[src/rtl/game_turn_fsm.sv]
// Turn sequencer for a two-player drop-piece game: accepts column drops,
// tracks column heights and move count, and resolves each placement from an external win checker.
//
// state    | meaning
// ---------+-----------------------------------------------
// GAME_INIT| idle, waiting for start
// P1_TURN  | player 1 may drop (or a P1 check is pending)
// P2_TURN  | player 2 may drop (or a P2 check is pending)
// END_GAME | game over, game_status holds result
module game_turn_fsm #(
  parameter int N_COLS = 7,
  parameter int N_ROWS = 6
) (
  input  logic       clk,
  input  logic       rst_n,
  input  logic       start,
  input  logic       drop_req,
  input  logic [2:0] drop_col,
  input  logic       chk_done,
  input  logic       chk_win,
  output logic [1:0] state,
  output logic [1:0] game_status,
  output logic       place_valid,
  output logic [2:0] place_col,
  output logic [2:0] place_row,
  output logic       place_player,
  output logic       drop_err,
  output logic       busy,
  output logic [5:0] move_count
);

  localparam int HW = $clog2(N_ROWS + 1);

  localparam logic [1:0] S_INIT = 2'b00;
  localparam logic [1:0] S_P1   = 2'b01;
  localparam logic [1:0] S_P2   = 2'b10;
  localparam logic [1:0] S_END  = 2'b11;

  localparam logic [1:0] GS_PLAY = 2'b00;
  localparam logic [1:0] GS_P1W  = 2'b01;
  localparam logic [1:0] GS_P2W  = 2'b10;
  localparam logic [1:0] GS_TIE  = 2'b11;

  logic [1:0]    state_q, state_d;
  logic [1:0]    status_q, status_d;
  logic          pv_q, pv_d;
  logic [2:0]    pcol_q, pcol_d;
  logic [2:0]    prow_q, prow_d;
  logic          ppl_q, ppl_d;
  logic          err_q, err_d;
  logic          busy_q, busy_d;
  logic [5:0]    mc_q, mc_d;
  logic [HW-1:0] height_q [N_COLS];
  logic [HW-1:0] height_d [N_COLS];

  logic [HW-1:0] sel_h;
  logic          drop_ok;

  // Column select done by loop so an out-of-range drop_col never indexes past the array.
  always_comb begin
    sel_h = '0;
    for (int c = 0; c < N_COLS; c++) begin
      if (drop_col == 3'(c)) sel_h = height_q[c];
    end
    drop_ok = (int'(drop_col) < N_COLS) && (int'(sel_h) < N_ROWS);
  end

  always_comb begin
    state_d  = state_q;
    status_d = status_q;
    pv_d     = 1'b0;
    err_d    = 1'b0;
    pcol_d   = pcol_q;
    prow_d   = prow_q;
    ppl_d    = ppl_q;
    busy_d   = busy_q;
    mc_d     = mc_q;
    for (int c = 0; c < N_COLS; c++) height_d[c] = height_q[c];

    case (state_q)
      S_INIT: begin
        if (start) state_d = S_P1;
      end
      S_P1, S_P2: begin
        if (busy_q) begin
          if (chk_done) begin
            busy_d = 1'b0;
            if (chk_win) begin
              state_d  = S_END;
              status_d = ppl_q ? GS_P2W : GS_P1W;
            end else if (mc_q == 6'(N_COLS * N_ROWS)) begin
              state_d  = S_END;
              status_d = GS_TIE;
            end else begin
              state_d = (state_q == S_P1) ? S_P2 : S_P1;
            end
          end
        end else if (drop_req) begin
          if (drop_ok) begin
            pv_d   = 1'b1;
            pcol_d = drop_col;
            prow_d = 3'(sel_h);
            ppl_d  = (state_q == S_P2);
            busy_d = 1'b1;
            mc_d   = mc_q + 6'd1;
            for (int c = 0; c < N_COLS; c++) begin
              if (drop_col == 3'(c)) height_d[c] = height_q[c] + HW'(1);
            end
          end else begin
            err_d = 1'b1;
          end
        end
      end
      default: begin
        if (start) begin
          state_d  = S_INIT;
          status_d = GS_PLAY;
          mc_d     = '0;
          for (int c = 0; c < N_COLS; c++) height_d[c] = '0;
        end
      end
    endcase
  end

  always_ff @(posedge clk or negedge rst_n) begin
    if (!rst_n) begin
      state_q  <= S_INIT;
      status_q <= GS_PLAY;
      pv_q     <= 1'b0;
      pcol_q   <= '0;
      prow_q   <= '0;
      ppl_q    <= 1'b0;
      err_q    <= 1'b0;
      busy_q   <= 1'b0;
      mc_q     <= '0;
      for (int c = 0; c < N_COLS; c++) height_q[c] <= '0;
    end else begin
      state_q  <= state_d;
      status_q <= status_d;
      pv_q     <= pv_d;
      pcol_q   <= pcol_d;
      prow_q   <= prow_d;
      ppl_q    <= ppl_d;
      err_q    <= err_d;
      busy_q   <= busy_d;
      mc_q     <= mc_d;
      for (int c = 0; c < N_COLS; c++) height_q[c] <= height_d[c];
    end
  end

  assign state        = state_q;
  assign game_status  = status_q;
  assign place_valid  = pv_q;
  assign place_col    = pcol_q;
  assign place_row    = prow_q;
  assign place_player = ppl_q;
  assign drop_err     = err_q;
  assign busy         = busy_q;
  assign move_count   = mc_q;

endmodule

[config.mk]
export PLATFORM = sky130hd
export DESIGN_NAME = game_turn_fsm
export DESIGN_NICKNAME = d
export VERILOG_FILES = /design/src/rtl/game_turn_fsm.sv
export SDC_FILE = /design/constraint.sdc
export NUM_CORES = 1
export LEC_CHECK = 0
export ABC_CLOCK_PERIOD_IN_PS = 3700
export CAP_MARGIN = 5
export CORE_MARGIN = 4
export CORE_UTILIZATION = 50
export CTS_CLUSTER_DIAMETER = 120
export DETAILED_ROUTE_END_ITERATION = 10
export PLACE_DENSITY_LB_ADDON = 0.3
export SETUP_SLACK_MARGIN = 0.02
export SLEW_MARGIN = 20
export SYNTH_ARGS = -nofsm -noshare
export SYNTH_HDL_FRONTEND = slang
export SYNTH_SLANG_ARGS = --single-unit
[constraint.sdc]
create_clock -name clk -period 3.7 [get_ports clk]
set_input_delay 1.11 -clock clk [delete_from_list [all_inputs] [get_ports clk]]
set_output_delay 1.11 -clock clk [all_outputs]
set_load 0.02 [all_outputs]
# After elaboration in Yosys (flattened, before gate mapping)
# Index checks and enable logic that the tools add are counted.
[totals]
n_memories = 0
latch_bits = 0
reg_bits = 41
ramBits = 0
mem_bits_ro = 0
[classes]
n_lt_le_gt_ge = 2
div = 0
n_eq_ne = 23
shift = 0
addsub = 8
n_reduce_logical = 16
n_bitwise = 2
n_mux = 48
n_mul = 0
[op_table]
columns = ["cell", "count"]
rows = [
  ["2-to-1 mux 21 bit", 4],
  ["2-to-1 mux 3 bit", 14],
  ["one-hot mux 21 bit (2 select lines)", 1],
  ["AND reduction 6 bit", 7],
  ["inequality test 2 bit, second input constant", 13],
  ["2-to-1 mux 2 bit", 12],
  ["2-to-1 mux 6 bit", 4],
  ["adder 3 x 1 -> 3 bit, second input constant", 7],
  ["one-hot mux 6 bit (2 select lines)", 1],
  ["2-to-1 mux 1 bit", 10],
  ["AND reduction 5 bit", 2],
  ["equality test 3 bit, second input constant", 3],
  ["one-hot mux 2 bit (2 select lines)", 2],
  ["AND reduction 4 bit", 2],
  ["adder 6 x 1 -> 6 bit, second input constant", 1],
  ["equality test 3 x 2 -> 1 bit, second input constant", 2],
  ["equality test 6 bit, second input constant", 1],
  ["less-than comparator 3 bit, second input constant", 2],
  ["equality test 3 x 1 -> 1 bit, second input constant", 1],
  ["zero test 3 bit", 1],
  ["inequality test 3 bit, second input constant", 1],
  ["equality test 2 x 1 -> 1 bit, second input constant", 1],
  ["equality test 2 bit, second input constant", 1],
  ["zero test 2 bit", 1],
  ["4 further kinds", 5],
]

# Logic depth before layout (Yosys ltp)
[logic_depth]
depth_word = 14
ltp_mapped = 8
mapped_depth_nobuf = 8

# Least setup slack after synthesis
# Ideal clock, no wire load.
[synth_timing]
path_kind = "input-to-reg"
start = "in drop_col[2]"
end = "reg pcol_q[0] (netlist: place_col[0])"
required_time_ps = 3575
path_buffers = 2
setup_ps = 125
path_slack_ps = 779
cell_stages = 8
t_arrival_ps = 2796
path_cell_list = "buf_2 -> nand3b_1 -> o221ai_1 -> o22ai_2 -> or2_2 -> nand4_1 -> buf_4 -> mux2_4"
[synth_via]
elab_chain_len = 11
elab_cells_between_ends = 18
classes_between = "2 x order compare; 6 x eq/ne; 7 x mux; 3 x reduce/logical"
[synth_lines]
columns = ["element", "line_no", "source"]
rows = [
  ["start: declaration", "18", "input logic [2:0] drop_col,"],
  ["zero test 3 bit", "63", "if (drop_col == 3'(c)) sel_h = height_q[c];"],
  ["2-to-1 mux 3 bit (7 in a row)", "63", ""],
  ["less-than comparator 3 bit", "65", "drop_ok = (int'(drop_col) < N_COLS) && (int'(sel_h) < N_ROWS);"],
  ["logical AND 1 bit *", "65", ""],
  ["AND reduction 4 bit (no source line) *", "--", ""],
  ["end signal: assignment", "141", "pcol_q <= pcol_d;"],
  ["end: declaration", "47", "logic [2:0] pcol_q, pcol_d;"],
]
# Every way passes the cells marked *; elsewhere a longest branch is shown, timed or not.
# A chain may end at the register's enable or synchronous reset.

# Worst setup path after layout
[layout_timing]
start = "in drop_col[1]"
end = "reg height_q[4] (netlist bit)"
[layout_via]
elab_chain_len = 12
elab_cells_between_ends = 20
classes_between = "2 x order compare; 8 x eq/ne; 7 x mux; 3 x reduce/logical"
[layout_lines]
columns = ["element", "line_no", "source"]
rows = [
  ["zero test 3 bit", "63", ""],
  ["2-to-1 mux 3 bit (7 in a row)", "63", ""],
  ["less-than comparator 3 bit", "65", ""],
  ["logical AND 1 bit", "65", ""],
  ["inequality test 2 bit (no source line)", "--", ""],
  ["AND reduction 6 bit (no source line) *", "--", ""],
  ["end: declaration", "53", "logic [HW-1:0] height_q [N_COLS];"],
]
# Marked as above.

==> impl_metrics.yaml <==
timing:
  slew_violations: 0
  finalSetupTns_ps: 0
  final-setup-viol-count: 0
  setup_ws_ps: 407.1
  hold_ws_ps: 519.2
  finalCriticalPeriod_ps: 3293
  period_share: 0.8900
  rsz0062_at_grt: "false"
  slew_headroom: 0.3794
  max_freq_mhz: 303.7
  hold_viol_final: 0
  skew_ps: 8.852
  worst_slew_pin_slew_ps: 931.0
drt:
  drc: 0
  wire_per_inst_um: 16.48
  num_vias: 2122
  wl_um: 6016
  vias_per_cell: 5.814
  firstDrtPassIters: 4
  drt_iter0_drc: 146
  final_antenna_net_count: 0
logic_synthesis:
  synth_top_family_by_area: "compound AO/OA/AOI/OAI gates"
  synth_cells: 253
  synthArstFlopShare: 1.000
  synthMuxAreaShare: 0.07332
  synth_xor_area_frac: 0.02095
  synthSimpleGateAreaFrac: 0.1805
  syn_nets: 275
  synthAdderAreaFrac: 0.06484
  ys_ff_latch: 41
  synth_edf_count: 0
  syn_area_per_cell_um2: 9.916
  ys_seq_area_frac: 0.4090
  synth_compound_area_frac: 0.2060
  ys.flop_type: "dfrtp_1"
  netlist_area_um2: 2509
  ys_types: 55
  synth_warnings: 0
placement:
  place_inst: 357
  pre_cts_ws_ps: 150.4
  place.gp.congestion: 0.8319
  placedInstanceArea_um2: 2984
  io_buffers: 28
  hpwl_um: 4312
finish:
  drive_gt1_frac: 0.1678
  finish.utilization: 0.6408
  final_common_cell: "dfrtp_1"
  antennaDiodeCount: 0
  layout.nets: 319
  area_delta_synth_final_pct: 22.24
  final_area_um2: 3067
  fin_cells: 365
  final_cell_mix: "41 x dfrtp_1, 27 x clkdlybuf4s50_1, 24 x nand2_1"
outcome:
  status: "completed"
floorplanning:
  fp.dieH_um: 78.83
  row_count: 25
  io_pins: 29
  die_w_um: 78.83
  core_area_um2: 4786
  start_util: 0.5242
  die_area_um2: 6214
setup_path:
  setup.worst_path.end: "height_q[4]"
  worstPathMaxFanout: 7
  crit-reg2reg-capture: "height_q[18]"
  cp_cell_sequence: "clkdlybuf4s50_1 > buf_4 > nand3b_1 > o221ai_1 > o22ai_2 > buf_4 > o21ai_0 > mux2_2 > a22o_1"
  cp-startpoint: "drop_col[1]"
  end_kind: "flip-flop"
  crit_type: "input port to flip-flop"
  rr_worst_depth: 8
  slowest_stage: "clkdlybuf4s50_1"
  crit_required_ps: 3890
  cpMostUsedCell: "buf_4"
  start_kind: "input port"
  cp.arrival_ps: 3480
  r2r-start: "state[0]"
  cp_slowest_stage_delay_ps: 640
  rrSetupSlack_ps: 1390
power_and_ir_drop:
  ir_drop_mv: 0.5884
  p_total_mw: 1.972
  p_leak_nw: 1.364
  p_per_area_nw_per_um2: 643.0
clock_tree:
  cts_setup_buffers: 0
  cts.sinks: 41
  clk_pin_slew_ps: 80
  cts_resized: 0
  htreeDepth: 2
  clockBufferDepth: 2
  cts_buffers: 5
  root_buffer: "clkbuf_8"
  cts_hold_buf: 0
  clk-insertion-delay-late_ps: 300
  cts_tree: "yes"
worst_hold_path:
  min_path_cells: 1
  min_path_type: "flip-flop to flip-flop"
  holdCritStartpoint: "place_col[0]"
global_routing:
  grt_pass1_wl_um: 10410
  grt_usage: 0.2103
  grt_start_max_net_pins: 42
  antenna_found_initial: 0
  grt_pass1_vias: 2076
  grt.overflow.total: 0
job:
  maxCapViolCount: 0
[routing by layer]
| metal | track usage | up-vias | share of wire | routed length (um) |
|---|---|---|---|---|
| met3 | 0.04989 | 11 | 0.062 | 375 |
| met1 | 0.2929 | 1032 | 0.46 | 2786 |
| met4 | 0.07904 | 0 | 0.021 | 126 |
| met5 | 0 | - | 0 | 0 |
| met2 | 0.3183 | 57 | 0.45 | 2727 |
| li1 | - | 1022 | - | - |
[layout make-up]
| cell class | count | area, um^2 |
|---|---|---|
| clock inverters | 2 | 10.01 |
| flip-flops and latches | 41 | 1026 |
| fillers | 399 | 1719 |
| clock buffers | 6 | 72.57 |
| multi-input cells | 186 | 1369 |
| well taps | 67 | 83.83 |
| repair buffers | 51 | 460.4 |
| inverters | 12 | 45.04 |
[cell usage after synthesis, types with 3 or more instances]
master    count  area (um^2)
nand2b_1      5        31.28
xor2_1        3        26.28
nor3_1        4        20.02
nand3_1       7        35.03
xnor2_1       3        26.28
inv_1        12        45.04
mux2_4        5        75.07
or3_1         3        18.77
o211ai_1     10        75.07
a22o_1        8        70.07
mux2_2        6        67.56
nand4b_1      6        52.55
dfrtp_1      41         1026
o21ai_0      12        60.06
ha_1         13        162.7
clkbuf_1      7        26.28
buf_2         4        20.02
nand4_1       3        18.77
nor2b_1       8        50.05
nor2_1        9        33.78
nand3b_1      3        22.52
a21oi_1      11        55.05
nand2_1      24        90.09
mux2i_1       3        30.03
[kinds of logic (layout without fill, tap and decap cells)]
| group | Yosys count | after routing |
|---|---|---|
| and+or+nand+nor | 83 | 83 |
| DFF | 41 | 41 |
| muxes | 15 | 15 |
| xor gates and xnor gates | 6 | 6 |
| AOI/OAI and AO/OA | 69 | 69 |
| adders and majority gates | 13 | 13 |
| buffers and inverters | 26 | 71 |
[how the worst min path moves through the flow]
stage | to | slack, ps
floorplan | height_q[8] | 510
global placement | place_col[0] | 500
CTS | place_col[0] | 520
finish | place_col[0] | 520
detailed placement | place_col[0] | 500
global route | place_col[2] | 540
[worst max-delay path, delay by kind of cell]
family	cells	cell delay (ps)
multiplexers	1	390
AND/OR/NAND/NOR	1	110
AO/OA/AOI/OAI	4	870
buffers and inverters	3	1000
[report_power, final]
group / switching (mW) / internal (mW)
combinational: 0.550 / 0.442
clock: 0.159 / 0.131
sequential: 0.123 / 0.568
[sequential cells by signal (all words and copies together), names as in the netlist]
signal and cells:
place_player 1, place_valid 1, drop_err 1, busy 1
place_row 3, state 2, height_q 21, game_status 2
place_col 3, move_count 6
Note: power is estimated with default switching activity, not from simulation.
